File: src/rtl/uart_pkg.sv
// uart_pkg: definitions shared by the UART loopback echo design.
//   tx_state_t      - encoding of the echo transmit FSM
//   LED_MODE_BYTE   - led_mode value that shows the last received byte
//   LED_MODE_LEVEL  - led_mode value that shows the FIFO fill level
//   CNT_W           - width of the statistics counters
//   sat_to_byte()   - clamps a 16-bit value to 8 bits (saturating at 8'hFF)
package uart_pkg;

   typedef enum logic [1:0] {
      StIdle     = 2'd0,
      StStart    = 2'd1,
      StWaitBusy = 2'd2,
      StWaitDone = 2'd3
   } tx_state_t;

   localparam logic LED_MODE_BYTE  = 1'b0;
   localparam logic LED_MODE_LEVEL = 1'b1;

   localparam int unsigned CNT_W = 16;

   function automatic logic [7:0] sat_to_byte(input logic [15:0] value);
      return (value > 16'd255) ? 8'hFF : value[7:0];
   endfunction

endpackage

File: src/rtl/async_receiver.sv
// async_receiver: 8N1 serial receiver, no reset (line state self-recovers).
//   clk            : system clock
//   RxD            : serial input, idle high
//   RxD_data_ready : one-cycle pulse when a byte with a valid stop bit has arrived
//   RxD_data       : received byte, valid while RxD_data_ready is high
module async_receiver #(
   parameter int unsigned ClkFrequency = 12_000_000,
   parameter int unsigned Baud         = 115_200
) (
   input  logic       clk,
   input  logic       RxD,
   output logic       RxD_data_ready,
   output logic [7:0] RxD_data
);

   localparam int unsigned BIT_DIV = ClkFrequency / Baud;
   localparam int unsigned DIV_W   = $clog2(BIT_DIV) + 1;

   // Synchroniser holds the inverted line so the all-zero power-up state reads as idle.
   logic [1:0]       r_rx_low;
   logic             r_busy;
   logic [DIV_W-1:0] r_cnt;
   logic [3:0]       r_bit;
   logic [7:0]       r_shift;
   logic             r_ready;

   always_ff @(posedge clk) begin
      r_rx_low <= {r_rx_low[0], ~RxD};
      r_ready  <= 1'b0;
      if (!r_busy) begin
         if (r_rx_low[1]) begin
            // First sample lands near the middle of the start bit.
            r_busy <= 1'b1;
            r_cnt  <= DIV_W'(BIT_DIV / 2 - 1);
            r_bit  <= 4'd0;
         end
      end else if (r_cnt != '0) begin
         r_cnt <= r_cnt - DIV_W'(1);
      end else begin
         r_cnt <= DIV_W'(BIT_DIV - 1);
         r_bit <= r_bit + 4'd1;
         if (r_bit == 4'd0) begin
            if (!r_rx_low[1]) begin
               r_busy <= 1'b0;  // glitch, not a real start bit
            end
         end else if (r_bit == 4'd9) begin
            r_busy  <= 1'b0;
            r_ready <= ~r_rx_low[1];
         end else begin
            r_shift <= {~r_rx_low[1], r_shift[7:1]};
         end
      end
   end

   assign RxD_data_ready = r_ready;
   assign RxD_data       = r_shift;

endmodule

File: src/rtl/async_transmitter.sv
// async_transmitter: 8N1 serial transmitter, no reset (a frame in flight always completes).
//   clk       : system clock
//   TxD_start : start request, sampled only while not busy
//   TxD_data  : byte to send, captured with TxD_start
//   TxD       : serial output, idle high
//   TxD_busy  : high from the cycle after the start request until the stop bit ends
module async_transmitter #(
   parameter int unsigned ClkFrequency = 12_000_000,
   parameter int unsigned Baud         = 115_200
) (
   input  logic       clk,
   input  logic       TxD_start,
   input  logic [7:0] TxD_data,
   output logic       TxD,
   output logic       TxD_busy
);

   localparam int unsigned BIT_DIV = ClkFrequency / Baud;
   localparam int unsigned DIV_W   = $clog2(BIT_DIV) + 1;

   logic             r_busy;
   logic [9:0]       r_shift;
   logic [DIV_W-1:0] r_cnt;
   logic [3:0]       r_bit;

   always_ff @(posedge clk) begin
      if (!r_busy) begin
         if (TxD_start) begin
            r_busy  <= 1'b1;
            r_shift <= {1'b1, TxD_data, 1'b0};
            r_cnt   <= DIV_W'(BIT_DIV - 1);
            r_bit   <= 4'd0;
         end
      end else if (r_cnt != '0) begin
         r_cnt <= r_cnt - DIV_W'(1);
      end else begin
         r_cnt <= DIV_W'(BIT_DIV - 1);
         if (r_bit == 4'd9) begin
            r_busy <= 1'b0;
         end else begin
            r_shift <= {1'b1, r_shift[9:1]};
            r_bit   <= r_bit + 4'd1;
         end
      end
   end

   assign TxD      = r_busy ? r_shift[0] : 1'b1;
   assign TxD_busy = r_busy;

endmodule

File: src/rtl/sync_fifo.sv
// sync_fifo: single-clock circular FIFO.
//   clk, reset_n : clock, asynchronous active-low reset
//   push, din    : write request and data (ignored when full unless popping the same cycle)
//   pop          : read request; advances past the head entry (ignored when empty)
//   dout         : head entry, valid whenever empty is low
//   full, empty  : status flags
//   level        : number of stored entries, 0..DEPTH
module sync_fifo #(
   parameter int unsigned WIDTH = 8,
   parameter int unsigned DEPTH = 16
) (
   input  logic                   clk,
   input  logic                   reset_n,
   input  logic                   push,
   input  logic                   pop,
   input  logic [WIDTH-1:0]       din,
   output logic [WIDTH-1:0]       dout,
   output logic                   full,
   output logic                   empty,
   output logic [$clog2(DEPTH):0] level
);

   localparam int unsigned AW = $clog2(DEPTH);

   logic [WIDTH-1:0] r_mem [DEPTH];
   logic [AW-1:0]    r_wr_ptr;
   logic [AW-1:0]    r_rd_ptr;
   logic [AW:0]      r_level;
   logic             w_do_push;
   logic             w_do_pop;

   assign empty = (r_level == '0);
   assign full  = (r_level == (AW + 1)'(DEPTH));
   assign level = r_level;
   assign dout  = r_mem[r_rd_ptr];

   // A pop in the same cycle frees the head slot, so a full FIFO can still accept.
   assign w_do_pop  = pop && !empty;
   assign w_do_push = push && (!full || w_do_pop);

   always_ff @(posedge clk or negedge reset_n) begin
      if (!reset_n) begin
         r_wr_ptr <= '0;
         r_rd_ptr <= '0;
         r_level  <= '0;
      end else begin
         if (w_do_push) begin
            r_wr_ptr <= r_wr_ptr + AW'(1);
         end
         if (w_do_pop) begin
            r_rd_ptr <= r_rd_ptr + AW'(1);
         end
         case ({w_do_push, w_do_pop})
            2'b10:   r_level <= r_level + (AW + 1)'(1);
            2'b01:   r_level <= r_level - (AW + 1)'(1);
            default: r_level <= r_level;
         endcase
      end
   end

   // Storage is not reset; entries are only read after being written.
   always_ff @(posedge clk) begin
      if (w_do_push) begin
         r_mem[r_wr_ptr] <= din;
      end
   end

endmodule

File: src/rtl/uart_loopback_fifo.sv
// uart_loopback_fifo: echoes every byte received on rxd back out on txd through a FIFO.
//   clk_12mhz  : system clock
//   reset_n    : asynchronous active-low reset
//   rxd        : serial receive line, idle high
//   led_mode   : 0 = last received byte on led, 1 = FIFO fill level on led
//   txd        : serial transmit line, idle high
//   led        : display register
//   overflow   : sticky, set when a received byte is dropped on a full FIFO
//   rx_count   : received-byte counter, saturating
//   drop_count : dropped-byte counter, saturating
// Build option: define LOOPBACK_STATS_EN to build the two counters; otherwise they read 0.
module uart_loopback_fifo
   import uart_pkg::*;
#(
   parameter int unsigned CLK_FREQUENCY = 12_000_000,
   parameter int unsigned BAUD          = 115_200,
   parameter int unsigned FIFO_DEPTH    = 16
) (
   input  logic        clk_12mhz,
   input  logic        reset_n,
   input  logic        rxd,
   input  logic        led_mode,
   output logic        txd,
   output logic [7:0]  led,
   output logic        overflow,
   output logic [15:0] rx_count,
   output logic [15:0] drop_count
);

   localparam int unsigned LVL_W = $clog2(FIFO_DEPTH) + 1;

   logic             w_rx_ready;
   logic [7:0]       w_rx_data;
   logic             w_txd_busy;
   logic             w_full;
   logic             w_empty;
   logic             w_push;
   logic             w_pop;
   logic             w_drop;
   logic [7:0]       w_fifo_dout;
   logic [LVL_W-1:0] w_level;

   tx_state_t        r_state;
   logic             r_tx_start;
   logic [7:0]       r_tx_data;
   logic [7:0]       r_led;
   logic [7:0]       r_last_byte;
   logic             r_overflow;

   async_receiver #(
      .ClkFrequency (CLK_FREQUENCY),
      .Baud         (BAUD)
   ) u_rx (
      .clk            (clk_12mhz),
      .RxD            (rxd),
      .RxD_data_ready (w_rx_ready),
      .RxD_data       (w_rx_data)
   );

   async_transmitter #(
      .ClkFrequency (CLK_FREQUENCY),
      .Baud         (BAUD)
   ) u_tx (
      .clk       (clk_12mhz),
      .TxD_start (r_tx_start),
      .TxD_data  (r_tx_data),
      .TxD       (txd),
      .TxD_busy  (w_txd_busy)
   );

   // The pop happens on the IDLE->START edge; the popped byte is registered onto TxD_data
   // together with the one-cycle TxD_start pulse.
   assign w_pop  = (r_state == StIdle) && !w_empty && !w_txd_busy;
   assign w_push = w_rx_ready && (!w_full || w_pop);
   assign w_drop = w_rx_ready && w_full && !w_pop;

   sync_fifo #(
      .WIDTH (8),
      .DEPTH (FIFO_DEPTH)
   ) u_fifo (
      .clk     (clk_12mhz),
      .reset_n (reset_n),
      .push    (w_push),
      .pop     (w_pop),
      .din     (w_rx_data),
      .dout    (w_fifo_dout),
      .full    (w_full),
      .empty   (w_empty),
      .level   (w_level)
   );

   // Transmit FSM. After a reset during a frame the transmitter keeps running, so IDLE
   // waits for busy to drop before issuing another start.
   always_ff @(posedge clk_12mhz or negedge reset_n) begin
      if (!reset_n) begin
         r_state    <= StIdle;
         r_tx_start <= 1'b0;
         r_tx_data  <= 8'h00;
      end else begin
         r_tx_start <= 1'b0;
         unique case (r_state)
            StIdle: begin
               if (w_pop) begin
                  r_state    <= StStart;
                  r_tx_start <= 1'b1;
                  r_tx_data  <= w_fifo_dout;
               end
            end
            StStart: begin
               r_state <= StWaitBusy;
            end
            StWaitBusy: begin
               if (w_txd_busy) begin
                  r_state <= StWaitDone;
               end
            end
            StWaitDone: begin
               if (!w_txd_busy) begin
                  r_state <= StIdle;
               end
            end
            default: begin
               r_state <= StIdle;
            end
         endcase
      end
   end

   // r_last_byte tracks every received byte regardless of mode, so switching back to byte
   // mode shows data that arrived while the level was displayed.
   always_ff @(posedge clk_12mhz or negedge reset_n) begin
      if (!reset_n) begin
         r_led       <= 8'h00;
         r_last_byte <= 8'h00;
         r_overflow  <= 1'b0;
      end else begin
         if (w_rx_ready) begin
            r_last_byte <= w_rx_data;
         end
         if (w_drop) begin
            r_overflow <= 1'b1;
         end
         case (led_mode)
            LED_MODE_BYTE:  r_led <= w_rx_ready ? w_rx_data : r_last_byte;
            LED_MODE_LEVEL: r_led <= sat_to_byte(16'(w_level));
         endcase
      end
   end

   assign led      = r_led;
   assign overflow = r_overflow;

`ifdef LOOPBACK_STATS_EN
   logic [CNT_W-1:0] r_rx_count;
   logic [CNT_W-1:0] r_drop_count;

   always_ff @(posedge clk_12mhz or negedge reset_n) begin
      if (!reset_n) begin
         r_rx_count   <= '0;
         r_drop_count <= '0;
      end else begin
         if (w_rx_ready && (r_rx_count != '1)) begin
            r_rx_count <= r_rx_count + CNT_W'(1);
         end
         if (w_drop && (r_drop_count != '1)) begin
            r_drop_count <= r_drop_count + CNT_W'(1);
         end
      end
   end

   assign rx_count   = r_rx_count;
   assign drop_count = r_drop_count;
`else
   assign rx_count   = 16'h0000;
   assign drop_count = 16'h0000;
`endif

endmodule
File: config.mk
export PLATFORM = sky130hd
export DESIGN_NAME = uart_loopback_fifo
export DESIGN_NICKNAME = d
export VERILOG_FILES = /design/src/rtl/uart_pkg.sv /design/src/rtl/async_receiver.sv /design/src/rtl/async_transmitter.sv /design/src/rtl/sync_fifo.sv /design/src/rtl/uart_loopback_fifo.sv
export SDC_FILE = /design/constraint.sdc
export NUM_CORES = 1
export LEC_CHECK = 0
export ABC_CLOCK_PERIOD_IN_PS = 3090
export CAP_MARGIN = 5
export CELL_PAD_IN_SITES_DETAIL_PLACEMENT = 1
export CELL_PAD_IN_SITES_GLOBAL_PLACEMENT = 1
export CORE_ASPECT_RATIO = 0.7
export CORE_UTILIZATION = 53
export CTS_BUF_LIST = sky130_fd_sc_hd__clkbuf_4
export DETAILED_ROUTE_END_ITERATION = 16
export GPL_ROUTABILITY_DRIVEN = 0
export PLACE_DENSITY_LB_ADDON = 0.2
export SLEW_MARGIN = 20
export SYNTH_ARGS = -nofsm -noshare
export SYNTH_HDL_FRONTEND = slang
export SYNTH_SLANG_ARGS = --single-unit
File: constraint.sdc
create_clock -name clk_12mhz -period 3.09 [get_ports clk_12mhz]
set_input_delay 0.927 -clock clk_12mhz [delete_from_list [all_inputs] [get_ports clk_12mhz]]
set_output_delay 0.927 -clock clk_12mhz [all_outputs]
set_load 0.005 [all_outputs]
==> flow_metrics.tcl <==
set metrics [dict create \
    end_kind "flop" \
    setup_slack_ns 0.316 \
    timing.slew.headroom_pct 53.2 \
    maxCapViolCount 0 \
    slowest_delay_ns 0.53 \
    rr_worst_depth 10 \
    async_flop_share_pct 19.1 \
    switchingPower_w 0.00130 \
    antenna_left 0 \
    port_buffers 13 \
    final_common_cell "edfxtp_1" \
    place_inst 793 \
    antenna_cells 0 \
    synth_top_flop_cell "edfxtp_1" \
    p_int_w 0.00444 \
    rsz0062_at_grt "false" \
    grt_max_degree 34 \
    power_frac_seq_pct 57.1 \
    r2r_slack_ns 0.32 \
    p_sw_share_pct 22.6 \
    postCtsSetupBuffers 0 \
    cts.hold.buffers_added 0 \
    cts_tree "built" \
    ioPinCount 46 \
    die_area_um2 17500 \
    startpoint_type "flop" \
    cts_buffers 51 \
    post_cts_resized 0 \
    status "complete, no violations" \
    finalSetupViolCount 0 \
    tns_ns 0 \
    fin_skew_ns 0.0456 \
    via_per_inst 5.38 \
    p_leak_nw 3.69 \
    core_um2 16400 \
    vias 4779 \
    path_cells "nor4_4 > a31oi_4 > inv_1 > ha_1 > xor2_1 > ha_1 > and3b_1 > o21ai_0 > a21oi_1 > xnor2_1" \
    num_rows 39 \
    layout.nets 644 \
    synth_seq_area_share_pct 68.9 \
    grt_usage_pct 22.4 \
    synth_edf_count 169 \
    antenna_found_initial 0 \
    synth_area_um2 8990 \
    cts_max_level 2 \
    first_global_vias 5230 \
    period_minus_slack_ns 2.77 \
    finalMaxSlewViolations 0 \
    drc 0 \
    start_util_pct 54.7 \
    r2r-start "u_fifo.level[1]" \
    cts.reportedPaths.clkPinSlew_ns 0.07 \
    hold_class "in2async" \
    dieHeight_um 111 \
    first_pass_iters 4 \
    crit_slowest_cell "nor4_4" \
    combPwrFrac_pct 3.5 \
    path_class "reg2reg" \
    multiInputGateArea_um2 2500 \
    dp_hpwl_mm 12.0 \
    postRouteWirelength_mm 18.0 \
    yosysWarningCount 0 \
    crit_top_cell "ha_1" \
    insertion_delay_ns 0.66 \
    grt-ovfl-total 0 \
    cellPowerDensity_nw_per_um2 572 \
    layout-drive-gt1-share_pct 26.1 \
    worst_pin_slew_ns 0.702 \
    synthDistinctLibCells 46 \
    root_buffer "clkbuf_4" \
    hold_viol 0 \
    clockBufferDepth 3 \
    vdd_drop_max_mv 0.557 \
    fin_crit_sh_pct 89.8 \
    clkSinkCount 215 \
    dieWidth_um 158 \
    worst-path-max-fanout 9 \
    seqCellArea_um2 6200 \
    syn_inst 555 \
    wl_per_cell_um 20.2 \
    synth-seq-cells 215 \
    layout.cells.non_filler 888 \
    fmax_mhz 360 \
    cp.required_ns 3.65 \
    finalPower_w 0.00574 \
    grt_pass1_wl_mm 28.9 \
    r2r_end "u_fifo.level[4]" \
    dpl_worst_slack_ns 0.232 \
    drtIter0Drc 305 \
    final_cell_mix "edfxtp_1, clkbuf_4, dfrtp_1, nor2_1" \
    arrival_ns 3.34 \
    fin_util_pct 61.0 \
    syn_to_final_growth_pct 11.6 \
    fillers 1541 \
    avgSynthCellArea_um2 16.2 \
    power_frac_clock_pct 39.4 \
]
-- state kept, by name, indices dropped and copies added (netlist names) --
name / count
r_last_byte: 8
r_state: 2
u_fifo.r_wr_ptr: 4
u_rx.RxD_data: 8
overflow: 1
u_fifo.level: 5
u_rx.r_cnt: 8
u_fifo.r_mem: 128
u_tx.r_cnt: 8
led: 8
u_rx.r_busy: 1
r_tx_start: 1
u_tx.r_shift: 9
u_rx.r_bit: 4
u_fifo.r_rd_ptr: 4
u_rx.RxD_data_ready: 1
u_rx.r_rx_low: 2
r_tx_data: 8
u_tx.TxD_busy: 1
u_tx.r_bit: 4
-- kinds of logic (layout without fill, tap and decap cells) --
kind of cell	after synthesis	count (layout)	share of synthesized area, %
AOI/OAI and AO/OA	49	49	3.37
xor gates and xnor gates	27	27	2.63
adders and majority gates	19	19	2.64
buffers and inverters	76	153	4.65
DFF	215	215	68.9
muxes	63	63	11.9
other	1	32	0.0417
and+or+nand+nor	105	105	5.86
-- critical path, delay by kind of cell, from the launching register on --
| family | cells | cell delay, ns |
|---|---|---|
| DFF | 1 | 0.49 |
| and+or+nand+nor | 2 | 0.70 |
| xor gates and xnor gates | 2 | 0.34 |
| buffers and inverters | 1 | 0.13 |
| adders and majority gates | 2 | 0.57 |
| AOI/OAI and AO/OA | 3 | 0.47 |
-- synth_stat cells, drive strengths merged, types with 4 or more instances --
cell	n	area share (%)
a21oi	18	1.0
and2	6	0.42
buf	41	3.2
clkbuf	13	0.54
dfrtp	41	11
dfxtp	5	1.1
edfxtp	169	56
ha	19	2.6
inv	21	0.88
mux2	30	3.8
mux4	32	8.0
nand2	24	1.0
nand2b	4	0.28
nand3	6	0.33
nor2	34	1.4
nor2b	6	0.42
nor3	11	0.61
o21ai	5	0.28
o22ai	16	1.1
xnor2	15	1.5
xor2	12	1.2
-- area by class of cell --
type                    instances  share of cell area, %
clock inverters                17                  0.698
inverters                      22                  0.823
flip-flops and latches        215                   61.8
well taps                     225                   2.80
multi-input cells             295                   25.0
clock buffers                  78                   5.83
repair buffers                 36                   3.09
-- per-stage QoR --
stage	hold WS, ns	instance area, um^2
after floorplan	0.310	9110
after global placement	0.311	9370
after detailed placement	0.313	9370
after CTS	0.253	10000
after global routing	0.288	10000
final	0.300	10000
-- power groups by stage --
| stage | Clock [W] | Sequential [W] | Combinational (W) |
|---|---|---|---|
| after global placement | 0 | 0.00332 | 0.000188 |
| final | 0.00226 | 0.00328 | 0.000199 |
| after global routing | 0.00247 | 0.00329 | 0.000234 |
| after floorplan | 0 | 0.00331 | 0.000176 |
| after CTS | 0.00234 | 0.00328 | 0.000201 |
| after detailed placement | 0 | 0.00334 | 0.000199 |
-- layer usage --
layer,part of all wire (%),GRT usage (%),vias up
li1,-,-,2186
met1,47,32.4,2457
met2,47,33.6,108
met3,4.9,5.67,28
met4,1.4,7.06,0
met5,0,0,-
-- worst max-delay path by stage --
stage / start / to / slack, ns / depth (start not counted)
after CTS: r_state[0] / u_fifo.level[4] / 0.19 / 12
after floorplan: u_fifo.level[1] / u_fifo.level[2] / 0.49 / 12
final: u_fifo.level[1] / u_fifo.level[4] / 0.32 / 10
after global placement: r_state[0] / u_fifo.level[4] / 0.41 / 12
after detailed placement: r_state[0] / u_fifo.level[4] / 0.23 / 12
after global routing: u_fifo.level[1] / u_fifo.level[4] / 0.03 / 10
No activity file was read; power rests on OpenSTA's default activity.
